## src/rtl/lstm_addr_seq_if.sv

```systemverilog
// Bus bundle for the LSTM operand address sequencer: pass control in,
// address/index stream and status out.
interface lstm_addr_seq_if #(
   parameter int WIDTH = 32
);
   logic             start;
   logic             dir;
   logic             en;
   logic             abort;
   logic [WIDTH-1:0] addr;
   logic [WIDTH-1:0] word_idx;
   logic [WIDTH-1:0] step_idx;
   logic             valid;
   logic             last_word;
   logic             busy;
   logic             done;

   modport master (
      output start, dir, en, abort,
      input  addr, word_idx, step_idx, valid, last_word, busy, done
   );

   modport slave (
      input  start, dir, en, abort,
      output addr, word_idx, step_idx, valid, last_word, busy, done
   );
endinterface

```

## src/rtl/lstm_addr_seq.sv

```systemverilog
// LSTM operand address sequencer. Walks a block of NUM words per timestep
// over NUM_ITERATIONS timesteps, forward or reverse (BPTT), starting at BASE.
//
//   state | meaning
//   ------+---------------------------------------------------------------
//   IDLE  | waiting for start; outputs invalid
//   RUN   | presenting one address per enabled cycle
//   DONE  | one-cycle completion pulse; indices hold their final values
module lstm_addr_seq #(
   parameter int               WIDTH          = 32,
   parameter int               NUM            = 3,
   parameter int               NUM_ITERATIONS = 5,
   parameter logic [WIDTH-1:0] BASE           = '0
) (
   input logic            clk,
   input logic            rst,
   lstm_addr_seq_if.slave bus
);

   typedef enum logic [1:0] {
      IDLE = 2'd0,
      RUN  = 2'd1,
      DONE = 2'd2
   } state_t;

   localparam logic [WIDTH-1:0] WORD_LAST = WIDTH'(NUM - 1);
   localparam logic [WIDTH-1:0] STEP_LAST = WIDTH'(NUM_ITERATIONS - 1);
   localparam logic [WIDTH-1:0] ADDR_LAST = BASE + WIDTH'(NUM * NUM_ITERATIONS - 1);

   state_t           state_q, state_d;
   logic             dir_q, dir_d;
   logic [WIDTH-1:0] addr_q, addr_d;
   logic [WIDTH-1:0] word_q, word_d;
   logic [WIDTH-1:0] step_q, step_d;

   logic at_final;
   logic word_end;

   // Final address of the pass and last word of a timestep, both in the
   // latched direction.
   always_comb begin
      if (dir_q) begin
         word_end = (word_q == '0);
         at_final = (word_q == '0) && (step_q == '0);
      end else begin
         word_end = (word_q == WORD_LAST);
         at_final = (word_q == WORD_LAST) && (step_q == STEP_LAST);
      end
   end

   // State and datapath registers.
   always_ff @(posedge clk or negedge rst) begin
      if (!rst) begin
         state_q <= IDLE;
         dir_q   <= 1'b0;
         addr_q  <= '0;
         word_q  <= '0;
         step_q  <= '0;
      end else begin
         state_q <= state_d;
         dir_q   <= dir_d;
         addr_q  <= addr_d;
         word_q  <= word_d;
         step_q  <= step_d;
      end
   end

   // Next state and next indices. Since addr = BASE + step*NUM + word, a
   // one-word advance always moves the address by exactly one, so the
   // address tracks the indices with an incrementer instead of a multiplier.
   always_comb begin
      state_d = state_q;
      dir_d   = dir_q;
      addr_d  = addr_q;
      word_d  = word_q;
      step_d  = step_q;
      unique case (state_q)
         IDLE: begin
            if (bus.start && !bus.abort) begin
               state_d = RUN;
               dir_d   = bus.dir;
               if (bus.dir) begin
                  addr_d = ADDR_LAST;
                  word_d = WORD_LAST;
                  step_d = STEP_LAST;
               end else begin
                  addr_d = BASE;
                  word_d = '0;
                  step_d = '0;
               end
            end
         end
         RUN: begin
            if (bus.abort) begin
               state_d = IDLE;
               addr_d  = '0;
               word_d  = '0;
               step_d  = '0;
            end else if (bus.en) begin
               if (at_final) begin
                  state_d = DONE;
               end else if (dir_q) begin
                  addr_d = addr_q - 1'b1;
                  if (word_end) begin
                     word_d = WORD_LAST;
                     step_d = step_q - 1'b1;
                  end else begin
                     word_d = word_q - 1'b1;
                  end
               end else begin
                  addr_d = addr_q + 1'b1;
                  if (word_end) begin
                     word_d = '0;
                     step_d = step_q + 1'b1;
                  end else begin
                     word_d = word_q + 1'b1;
                  end
               end
            end
         end
         DONE: begin
            state_d = IDLE;
            if (bus.abort) begin
               addr_d = '0;
               word_d = '0;
               step_d = '0;
            end
         end
         default: begin
            state_d = IDLE;
         end
      endcase
   end

   assign bus.addr      = addr_q;
   assign bus.word_idx  = word_q;
   assign bus.step_idx  = step_q;
   assign bus.valid     = (state_q == RUN);
   assign bus.busy      = (state_q != IDLE);
   assign bus.done      = (state_q == DONE);
   assign bus.last_word = (state_q == RUN) && word_end;

endmodule

```

## src/flat_wrapper.sv

```systemverilog
// flat-port wrapper written by rule: the top's interface ports become plain ports
module lstm_addr_seq_flat 
#(
   parameter int               WIDTH          = 32,
   parameter int               NUM            = 3,
   parameter int               NUM_ITERATIONS = 5,
   parameter logic [WIDTH-1:0] BASE           = '0
)
  (clk, rst, bus_start, bus_dir, bus_en, bus_abort, bus_addr, bus_word_idx, bus_step_idx, bus_valid, bus_last_word, bus_busy, bus_done);
  lstm_addr_seq_if #(.WIDTH(WIDTH)) bus_i ();
  input logic clk;
  input logic rst;
  input wire logic [$bits(bus_i.start)-1:0] bus_start;
  input wire logic [$bits(bus_i.dir)-1:0] bus_dir;
  input wire logic [$bits(bus_i.en)-1:0] bus_en;
  input wire logic [$bits(bus_i.abort)-1:0] bus_abort;
  output wire logic [$bits(bus_i.addr)-1:0] bus_addr;
  output wire logic [$bits(bus_i.word_idx)-1:0] bus_word_idx;
  output wire logic [$bits(bus_i.step_idx)-1:0] bus_step_idx;
  output wire logic [$bits(bus_i.valid)-1:0] bus_valid;
  output wire logic [$bits(bus_i.last_word)-1:0] bus_last_word;
  output wire logic [$bits(bus_i.busy)-1:0] bus_busy;
  output wire logic [$bits(bus_i.done)-1:0] bus_done;
  assign bus_i.start = bus_start;
  assign bus_i.dir = bus_dir;
  assign bus_i.en = bus_en;
  assign bus_i.abort = bus_abort;
  assign bus_addr = bus_i.addr;
  assign bus_word_idx = bus_i.word_idx;
  assign bus_step_idx = bus_i.step_idx;
  assign bus_valid = bus_i.valid;
  assign bus_last_word = bus_i.last_word;
  assign bus_busy = bus_i.busy;
  assign bus_done = bus_i.done;
  lstm_addr_seq #(.WIDTH(WIDTH), .NUM(NUM), .NUM_ITERATIONS(NUM_ITERATIONS), .BASE(BASE)) u_core (.clk(clk), .rst(rst), .bus(bus_i));
endmodule
```

## config.mk

```make
export PLATFORM = sky130hd
export DESIGN_NAME = lstm_addr_seq_flat
export DESIGN_NICKNAME = d
export VERILOG_FILES = /design/src/rtl/lstm_addr_seq_if.sv /design/src/rtl/lstm_addr_seq.sv /design/src/flat_wrapper.sv
export SDC_FILE = /design/constraint.sdc
export NUM_CORES = 1
export LEC_CHECK = 0
export CELL_PAD_IN_SITES_DETAIL_PLACEMENT = 2
export CELL_PAD_IN_SITES_GLOBAL_PLACEMENT = 2
export CORE_MARGIN = 5
export CORE_UTILIZATION = 30
export CTS_BUF_LIST = sky130_fd_sc_hd__clkbuf_8
export DETAILED_ROUTE_END_ITERATION = 10
export MAX_ROUTING_LAYER = met4
export PLACE_DENSITY = 0.8
export SETUP_SLACK_MARGIN = 0.5
export SYNTH_ARGS = -nofsm -noshare
export SYNTH_HDL_FRONTEND = slang
export SYNTH_SLANG_ARGS = --single-unit
```

## constraint.sdc

```tcl
create_clock -name clk -period 9.1 [get_ports clk]
set_input_delay 1.365 -clock clk [delete_from_list [all_inputs] [get_ports clk]]
set_output_delay 1.365 -clock clk [all_outputs]
set_load 0.005 [all_outputs]
```

Yosys cells after proc, flatten, opt, wreduce, memory -nomap -nowiden
Cells that the tools add are included.
{"block": "classes", "magnitude_cmp": 0, "multipliers": 0, "shifts": 0, "n_reduce_logical": 14, "muxes": 33, "addsub": 6, "div": 0, "n_eq_ne": 10, "bitwise": 0}
{"cell": "$mux 32", "count": 20}
{"cell": "$pmux 32 s3", "count": 3}
{"cell": "$add 32x1->32 const B", "count": 3}
{"cell": "$sub 32x1->32 const B", "count": 3}
{"cell": "$logic_not 32->1", "count": 2}
{"cell": "$eq 32x2->1 const B", "count": 1}
{"cell": "$eq 32x3->1 const B", "count": 1}
{"cell": "$mux 2", "count": 5}
{"cell": "$ne 3x2->1 const B", "count": 2}
{"cell": "$ne 3x3->1 const B", "count": 2}
{"cell": "$reduce_and 6->1", "count": 1}
{"cell": "$reduce_and 5->1", "count": 1}
{"cell": "$logic_and 1x1->1", "count": 4}
{"cell": "$mux 4", "count": 1}
{"cell": "$pmux 2 s2", "count": 1}
{"cell": "$mux 3", "count": 1}
{"cell": "$reduce_and 3->1", "count": 1}
{"cell": "$reduce_bool 3->1", "count": 1}
{"cell": "$eq 2x1->1 const B", "count": 1}
{"cell": "$eq 2x2->1 const B", "count": 1}
{"cell": "$logic_not 2->1", "count": 1}
{"cell": "$mux 1", "count": 2}
{"cell": "$ne 2x1->1 const B", "count": 1}
{"cell": "$ne 2x2->1 const B", "count": 1}
{"cell": "3 further kinds", "count": 3}
{"block": "totals", "word_cells": 68, "rom_bits": 0, "latchBits": 0, "output_inout_bits": 100, "mem_bits_rw": 0, "n_memories": 0, "input_bits": 6, "ff_bits": 99}

Longest topological paths before layout
Gate-level depths: netlist of run 1.
{"block": "depth", "depth_word": 8, "ltp_mapped": 13, "ltp_nobuf": 12}

Worst setup path after synthesis of run 1
No wires, ideal clock.
{"block": "synth_timing", "kind": "register -> register", "from": "register u_core.dir_q", "to": "register u_core.addr_q[28] (netlist: u_core.bus.addr[28])", "required_ns": 8.973, "path_stages_with_launch": 14, "t_arrival_ns": 3.983, "setup_slack_ns": 4.989, "n_path_buf": 1, "period_less_slack_ns": 4.111, "setup_ns": 0.127, "cell_sequence": "dfrtp_1 -> clkbuf_1 -> inv_1 -> fa_1 -> nand2b_1 -> a21oi_1 -> o2111ai_1 -> a31oi_1 -> a31o_2 -> a41o_1 -> o22ai_1 -> o21ai_0 -> xnor2_1 -> o21ai_0"}
{"block": "synth_between", "elab_chain_cells": 5, "word_cells_on_any_way": 8, "classes_between": "eq/ne (1); mux (6); reduce/logical (1)"}
{"element": "from (decl)", "line_no": "lstm_addr_seq.sv:31", "source": "logic dir_q, dir_d;"}
{"element": "from (signal assigned)", "line_no": "lstm_addr_seq.sv:61", "source": "dir_q <= dir_d;"}
{"element": "$mux 32", "line_no": "lstm_addr_seq.sv:102", "source": "end else if (dir_q) begin"}
{"element": "$mux 32", "line_no": "lstm_addr_seq.sv:100", "source": "if (at_final) begin"}
{"element": "$mux 32", "line_no": "lstm_addr_seq.sv:99", "source": "end else if (bus.en) begin"}
{"element": "$mux 32", "line_no": "lstm_addr_seq.sv:94", "source": "if (bus.abort) begin"}
{"element": "$pmux 32 s3", "line_no": "lstm_addr_seq.sv:77", "source": "unique case (state_q)"}
{"element": "to (signal assigned)", "line_no": "lstm_addr_seq.sv:62", "source": "addr_q <= addr_d;"}
{"element": "to (decl)", "line_no": "lstm_addr_seq.sv:32", "source": "logic [WIDTH-1:0] addr_q, addr_d;"}
Several ways; a longest one is shown, not always the timed one. The select of a mux whose other input is x is not followed.
A chain may end at the register's enable or synchronous reset.

Worst setup path in the final report of run 1
{"block": "layout_timing", "from": "register u_core.word_q[4] (netlist: u_core.bus.word_idx[4])", "to": "output port bus_last_word"}
{"block": "layout_between", "elab_chain_cells": 3, "word_cells_on_any_way": 4, "classes_between": "eq/ne (1); mux (1); reduce/logical (2)"}
{"element": "from (decl)", "line_no": "lstm_addr_seq.sv:33", "source": "logic [WIDTH-1:0] word_q, word_d;"}
{"element": "from (signal assigned)", "line_no": "lstm_addr_seq.sv:63", "source": "word_q <= word_d;"}
{"element": "$eq 32x2->1 / $logic_not 32->1 (equally long branches)", "line_no": "lstm_addr_seq.sv:46, lstm_addr_seq.sv:43"}
{"element": "$mux 1 (*)", "line_no": "lstm_addr_seq.sv:42", "source": "if (dir_q) begin"}
{"element": "$logic_and 1x1->1 (*)", "line_no": "lstm_addr_seq.sv:141", "source": "assign bus.last_word = (state_q == RUN) && word_end;"}
{"element": "to (decl)", "line_no": "flat_wrapper.sv:21", "source": "output wire logic [$bits(bus_i.last_word)-1:0] bus_last_word;"}
Every way passes the cells marked *; elsewhere a longest branch is shown, timed or not.

==> impl_metrics.yaml, run 1 <==
detailed_routing:
  viasPerCell: 5.61
  routed_wl_mm: 27.1
  dr_total_vias: 7698
  detail_route.wl_per_cell_um: 19.8
  drtIter0Drc: 291
  ant_nets: 0
  drc: 0
  dr.pass1.iters: 4
setup_path:
  setup.worst_path.start: "u_core.bus.word_idx[4]"
  crit_fanout: 12
  reg2reg_depth: 12
  cp-start-kind: "register"
  worstSetupPathType: "register to output port"
  worst_r2r_startpoint: "u_core.dir_q"
  crit_arrival_ps: 3270
  reg2reg_to: "u_core.bus.step_idx[31]"
  reg2reg_slack_ps: 4510
  crit_end: "bus_last_word"
  crit_path_end_kind: "output port"
  required_ps: 7740
grt:
  grt_util_met3_pct: 2.23
  grt.overflow.total: 0
  met2_usage_pct: 31.6
  grt_antenna_before_repair: 0
  grt_pass1_wl_mm: 43.9
  grt_busiest_layer: "met2"
  met1_usage_pct: 24.5
  grt_usage_pct: 18.9
  grt_max_degree: 93
  grt_pass1_vias: 8235
sta:
  rsz0062_at_grt: "no"
  final-hold-violation-count: 0
  max_freq_mhz: 216
  min_period_ps: 4630
  drv_slew: 0
  relSlewSlack_pct: 28.3
  fin_tns_setup_ps: 0
  setup_viol: 0
  period_share_pct: 50.9
  worstMarginPinSlew_ps: 1070
  holdWs_ps: 537
  skew_ps: 21.9
job:
  cap_violations: 0
cts:
  htreeDepth: 3
  clk_path_buf_depth: 2
  path_clk_slew_ps: 130
  holdBufCountCts: 0
  numCtsBuffers: 9
  cts_tree: "done"
  cts_resized: 0
  cts.sinks: 99
  cts-root-buf: "clkbuf_8"
  worstSkewPairLatency_ps: 420
  cts_setup_buffers: 0
synth:
  synth_edf_count: 0
  synth-seq-cells: 99
  synth.largest_area_cell: "dfrtp_1"
  avgSynthCellArea_um2: 8.28
  synth_area_um2: 7830
  ys_types: 63
  ys_seq_area_share_pct: 31.6
  syn_nets: 1020
  synthFlopType: "dfrtp_1"
  syn_inst: 945
  synth_area_leaders: "dfrtp_1 32%, ha_1 11%, o21ai_0 7.0%"
  synth_top_area_share_pct: 31.6
  ys_warn_count: 0
  async_flop_share_pct: 100
power:
  powerDensity_nw_per_um2: 408
  vdd_drop_max_v: 0.000154
  p_leak_nw: 4.14
placed_design:
  dp_hpwl_mm: 19.8
  placed_cell_area_um2: 9200
  gp_congestion: 0.876
  io_buffer_count: 105
cells_and_area:
  drive_gt1_share_pct: 4.05
  final_common_cell: "nand2_1"
  nets: 1107
  antenna_cells: 0
  layout_common_cells: "116 x nand2_1, 110 x o21ai_0, 104 x clkdlybuf4s50_1"
  final_cell_area_um2: 9410
  syn2layout_area_growth_pct: 20.3
floorplan:
  die_w_um: 172
  core.rowCount: 59
  die_area_um2: 29400
  core_region_area_um2: 25900
  start_util_pct: 30.2
  ios: 106
  die_h_um: 172
status:
  status: "finished, final reports clean"
min_path:
  hp-class: "register to register"
-- metrics by stage --
stage / util, % / setup slack, ps / instances / total power, W
6_report: 36.3 / 4470 / 1372 / 0.00384
5_1_grt: 36.3 / 4170 / 1372 / 0.00419
4_1_cts: 36.3 / 4430 / 1372 / 0.00389
3_5_place_dp: 35.5 / 4110 / 1356 / 0.00354
3_3_place_gp: 35.5 / 4370 / 1356 / 0.00343
2_1_floorplan: - / 4990 / 945 / 0.00257
-- cell usage after synthesis, types with 11 or more instances --
cell type	n
nand4_1	11
inv_1	26
a211oi_1	13
o21ai_0	110
nor3_1	31
o21bai_1	13
clkbuf_1	18
nor2b_1	13
nand3_1	20
nand2b_1	19
and3_1	22
nor2_1	54
buf_2	14
a21oi_1	58
o31ai_1	43
ha_1	67
nand2_1	116
xor2_1	21
a31oi_1	13
xnor2_1	25
nor4_1	14
dfrtp_1	99
a21o_1	30
-- worst max-delay path, cell delays in order (launching register included) --
cell	delay, ps
dfrtp_1	500
or4_4	580
or2_2	350
nor4_4	330
nand3_2	310
nor2_1	220
clkdlybuf4s50_1	550
-- cell families (layout without fill, tap and decap cells) --
family | Yosys count | after routing | synth area share, %
simple gates | 334 | 334 | 21.3
compound gates | 331 | 331 | 26.7
flops | 99 | 99 | 31.6
fa+ha+maj | 69 | 69 | 11.2
buf+inv | 61 | 153 | 3.34
xor+xnor | 46 | 46 | 5.15
mux | 5 | 5 | 0.655
-- flip-flops by register name, summed over array words and instances (netlist names) --
signal,count
u_core.bus.addr,32
u_core.bus.step_idx,32
u_core.bus.word_idx,32
u_core.state_q,2
u_core.dir_q,1
-- area by class of cell --
cell class / count / area [um^2]
Clock inverter: 7 / 88.8
Sequential cell: 99 / 2480
Clock buffer: 9 / 124
Timing Repair Buffer: 111 / 1090
Multi-Input combinational cell: 785 / 5110
Tap cell: 335 / 419
Inverter: 26 / 97.6
Fill cell: 2965 / 16500
-- metal layers --
metal,wire [um],part of all wire [%]
met2,13200,49
met1,12800,47
met3,771,2.8
met5,0,0
met4,310,1.1
-- worst min-delay path by stage --
stage,from,endpoint,cells past startpoint
3_5_place_dp,u_core.bus.addr[14],u_core.bus.addr[14],2
6_report,u_core.bus.addr[14],u_core.bus.addr[14],2
2_1_floorplan,u_core.bus.addr[20],u_core.bus.addr[20],2
5_1_grt,u_core.bus.addr[4],u_core.bus.addr[4],2
4_1_cts,u_core.bus.addr[7],u_core.bus.addr[7],2
3_3_place_gp,u_core.bus.addr[13],u_core.bus.addr[13],2
-- power breakdown --
part	switching, W	internal, W
Clock	0.000197	0.000132
Sequential	0.000240	0.000589
Combinational	0.00155	0.00113
Power figures use the tool's default switching activity.
==> inputs of run 2 (changes only) <==
==> constraint.sdc (replaced) <==
create_clock -name clk -period 4.53 [get_ports clk]
set_input_delay 0.6795 -clock clk [delete_from_list [all_inputs] [get_ports clk]]
set_output_delay 0.6795 -clock clk [all_outputs]
set_load 0.005 [all_outputs]
==> run 2 against run 1 <==
Die area unchanged. Clock-buffer cell count unchanged. Cell count is 0.29% higher. Critical endpoint unchanged. Combinational power increased by 100%. Total power up 100%.
==> impl_metrics.yaml, run 2 (synthesis gave the netlist of run 1 again) <==
cells_and_area:
  drive_gt1_share_pct: 4.42
  antenna_cells: 0
  syn2layout_area_growth_pct: 20.6
  nFillCells: 2949
  final_common_cell: "nand2_1"
  multi_input_area_um2: 5120
  nets: 1112
  postLayoutCoreUtil_pct: 36.4
  regArea_um2: 2480
  layout_common_cells: "116 x nand2_1, 110 x o21ai_0, 104 x clkdlybuf4s50_1"
grt:
  grt_pass1_wl_mm: 45.4
  grt_antenna_before_repair: 0
  grt_max_degree: 72
  grt_pass1_vias: 8356
  grt_usage_pct: 19.4
  grt.overflow.total: 0
floorplan:
  start_util_pct: 30.2
  ios: 106
  die_h_um: 172
  core_region_area_um2: 25900
  core.rowCount: 59
  die_area_um2: 29400
  die_w_um: 172
setup_path:
  crit_slowest_cell: "or4_4"
  max_stage_delay_ps: 580
  worstSetupPathType: "register to output port"
  crit_chain: "or4_4, or2_2, nor4_4, nand3_4, nor2_1, clkdlybuf4s50_1"
  cp_top_family: "simple AND/OR/NAND/NOR gates"
  crit_arrival_ps: 3180
  crit_path_end_kind: "output port"
  crit_fanout: 12
  required_ps: 3850
  critPathBufInv: 1
  cp-start-kind: "register"
sta:
  worstMarginPinSlew_ps: 1020
  relSlewSlack_pct: 31.9
  skew_ps: 22.1
  final-hold-violation-count: 0
  period_share_pct: 85.2
  rsz0062_at_grt: "yes"
  min_period_ps: 3860
  drv_slew: 0
  fin_tns_setup_ps: 0
  max_freq_mhz: 259
  setup_viol: 0
  timing.final.ws_setup_ps: 672
min_path:
  hp-class: "primary input to async pin"
power:
  p_leak_nw: 4.16
  vdd_drop_max_v: 0.000305
  powerDensity_nw_per_um2: 821
placed_design:
  io_buffer_count: 105
  dp_slack_ps: 716
  gp_congestion: 0.878
  dp_hpwl_mm: 20.4
job:
  cap_violations: 0
cts:
  cts_resized: 0
  numCtsBuffers: 9
  cts-root-buf: "clkbuf_8"
  cts_setup_buffers: 0
  path_clk_slew_ps: 120
  clk_path_buf_depth: 2
  worstSkewPairLatency_ps: 400
  cts.sinks: 99
  cts_tree: "done"
  htreeDepth: 3
  holdBufCountCts: 0
detailed_routing:
  viasPerCell: 5.60
  drc: 0
  dr_total_vias: 7705
  ant_nets: 0
  detail_route.wl_per_cell_um: 19.8
  dr.pass1.iters: 4
  routed_wl_mm: 27.3
  drtIter0Drc: 316
status:
  status: "finished, final reports clean"
run 2: cell count changes in the layout (fill, tap and decap cells not counted), sizes merged:
cell / before / now
buf: 7 / 12
clkinv: 4 / 1
clkinvlp: 1 / 2
inv: 27 / 28
run 2: layout make-up:
type	count	area share, %
clock buffer	9	1.31
clock inverter	6	0.623
inverter	26	1.07
multi-input combinational	785	54.3
sequential	99	26.3
tap	335	4.44
timing repair buffer	116	12.0
run 2: layer usage:
layer / track usage, % / wire (um)
met5: - / 0
met1: 25.3 / 13000
met2: 32.8 / 13300
met3: 2.07 / 719
met4: 4.44 / 291
run 2: report_power, final:
part,switching (W),leakage (nW),internal (W),total [W]
clock network,0.000365,0.0981,0.000251,0.000616
logic,0.00315,2.71,0.00232,0.00547
registers,0.000483,1.36,0.00119,0.00167
total,0.00400,4.16,0.00375,0.00775
run 2: path summary, 6_finish.rpt:
| check | start | to | slack, ps | depth (start not counted) |
|---|---|---|---|---|
| worst max-delay path | u_core.bus.word_idx[4] | bus_last_word | 670 | 6 |
| worst min-delay path | rst | u_core.bus.word_idx[19] | 370 | 1 |
| worst max register to register | u_core.dir_q | u_core.bus.step_idx[28] | 790 | 10 |
| worst min register to register | u_core.bus.addr[16] | u_core.bus.addr[16] | 530 | 2 |
| max in group asynchronous | rst | u_core.bus.step_idx[12] | 3160 | 2 |
| min in group clk | u_core.bus.addr[16] | u_core.bus.addr[16] | 530 | 2 |
run 2: through the flow:
step	power (W)	cells	hold slack (ps)	instance area [um^2]
final	0.00775	1376	371	9440
after global placement	0.00697	1361	505	9240
after global routing	0.00850	1376	514	9440
after floorplan	0.00516	945	384	7830
after CTS	0.00783	1376	474	9420
after detailed placement	0.00715	1361	511	9240
run 2: worst register-to-register path, cell delays in order, from the launching register on:
cell	delay (ps)
dfrtp_4	630
buf_4	260
ha_1	360
a2111oi_0	590
a211oi_1	170
o21ai_0	280
a21oi_1	170
o211ai_1	300
a211oi_1	140
or4_1	500
a32o_1	260
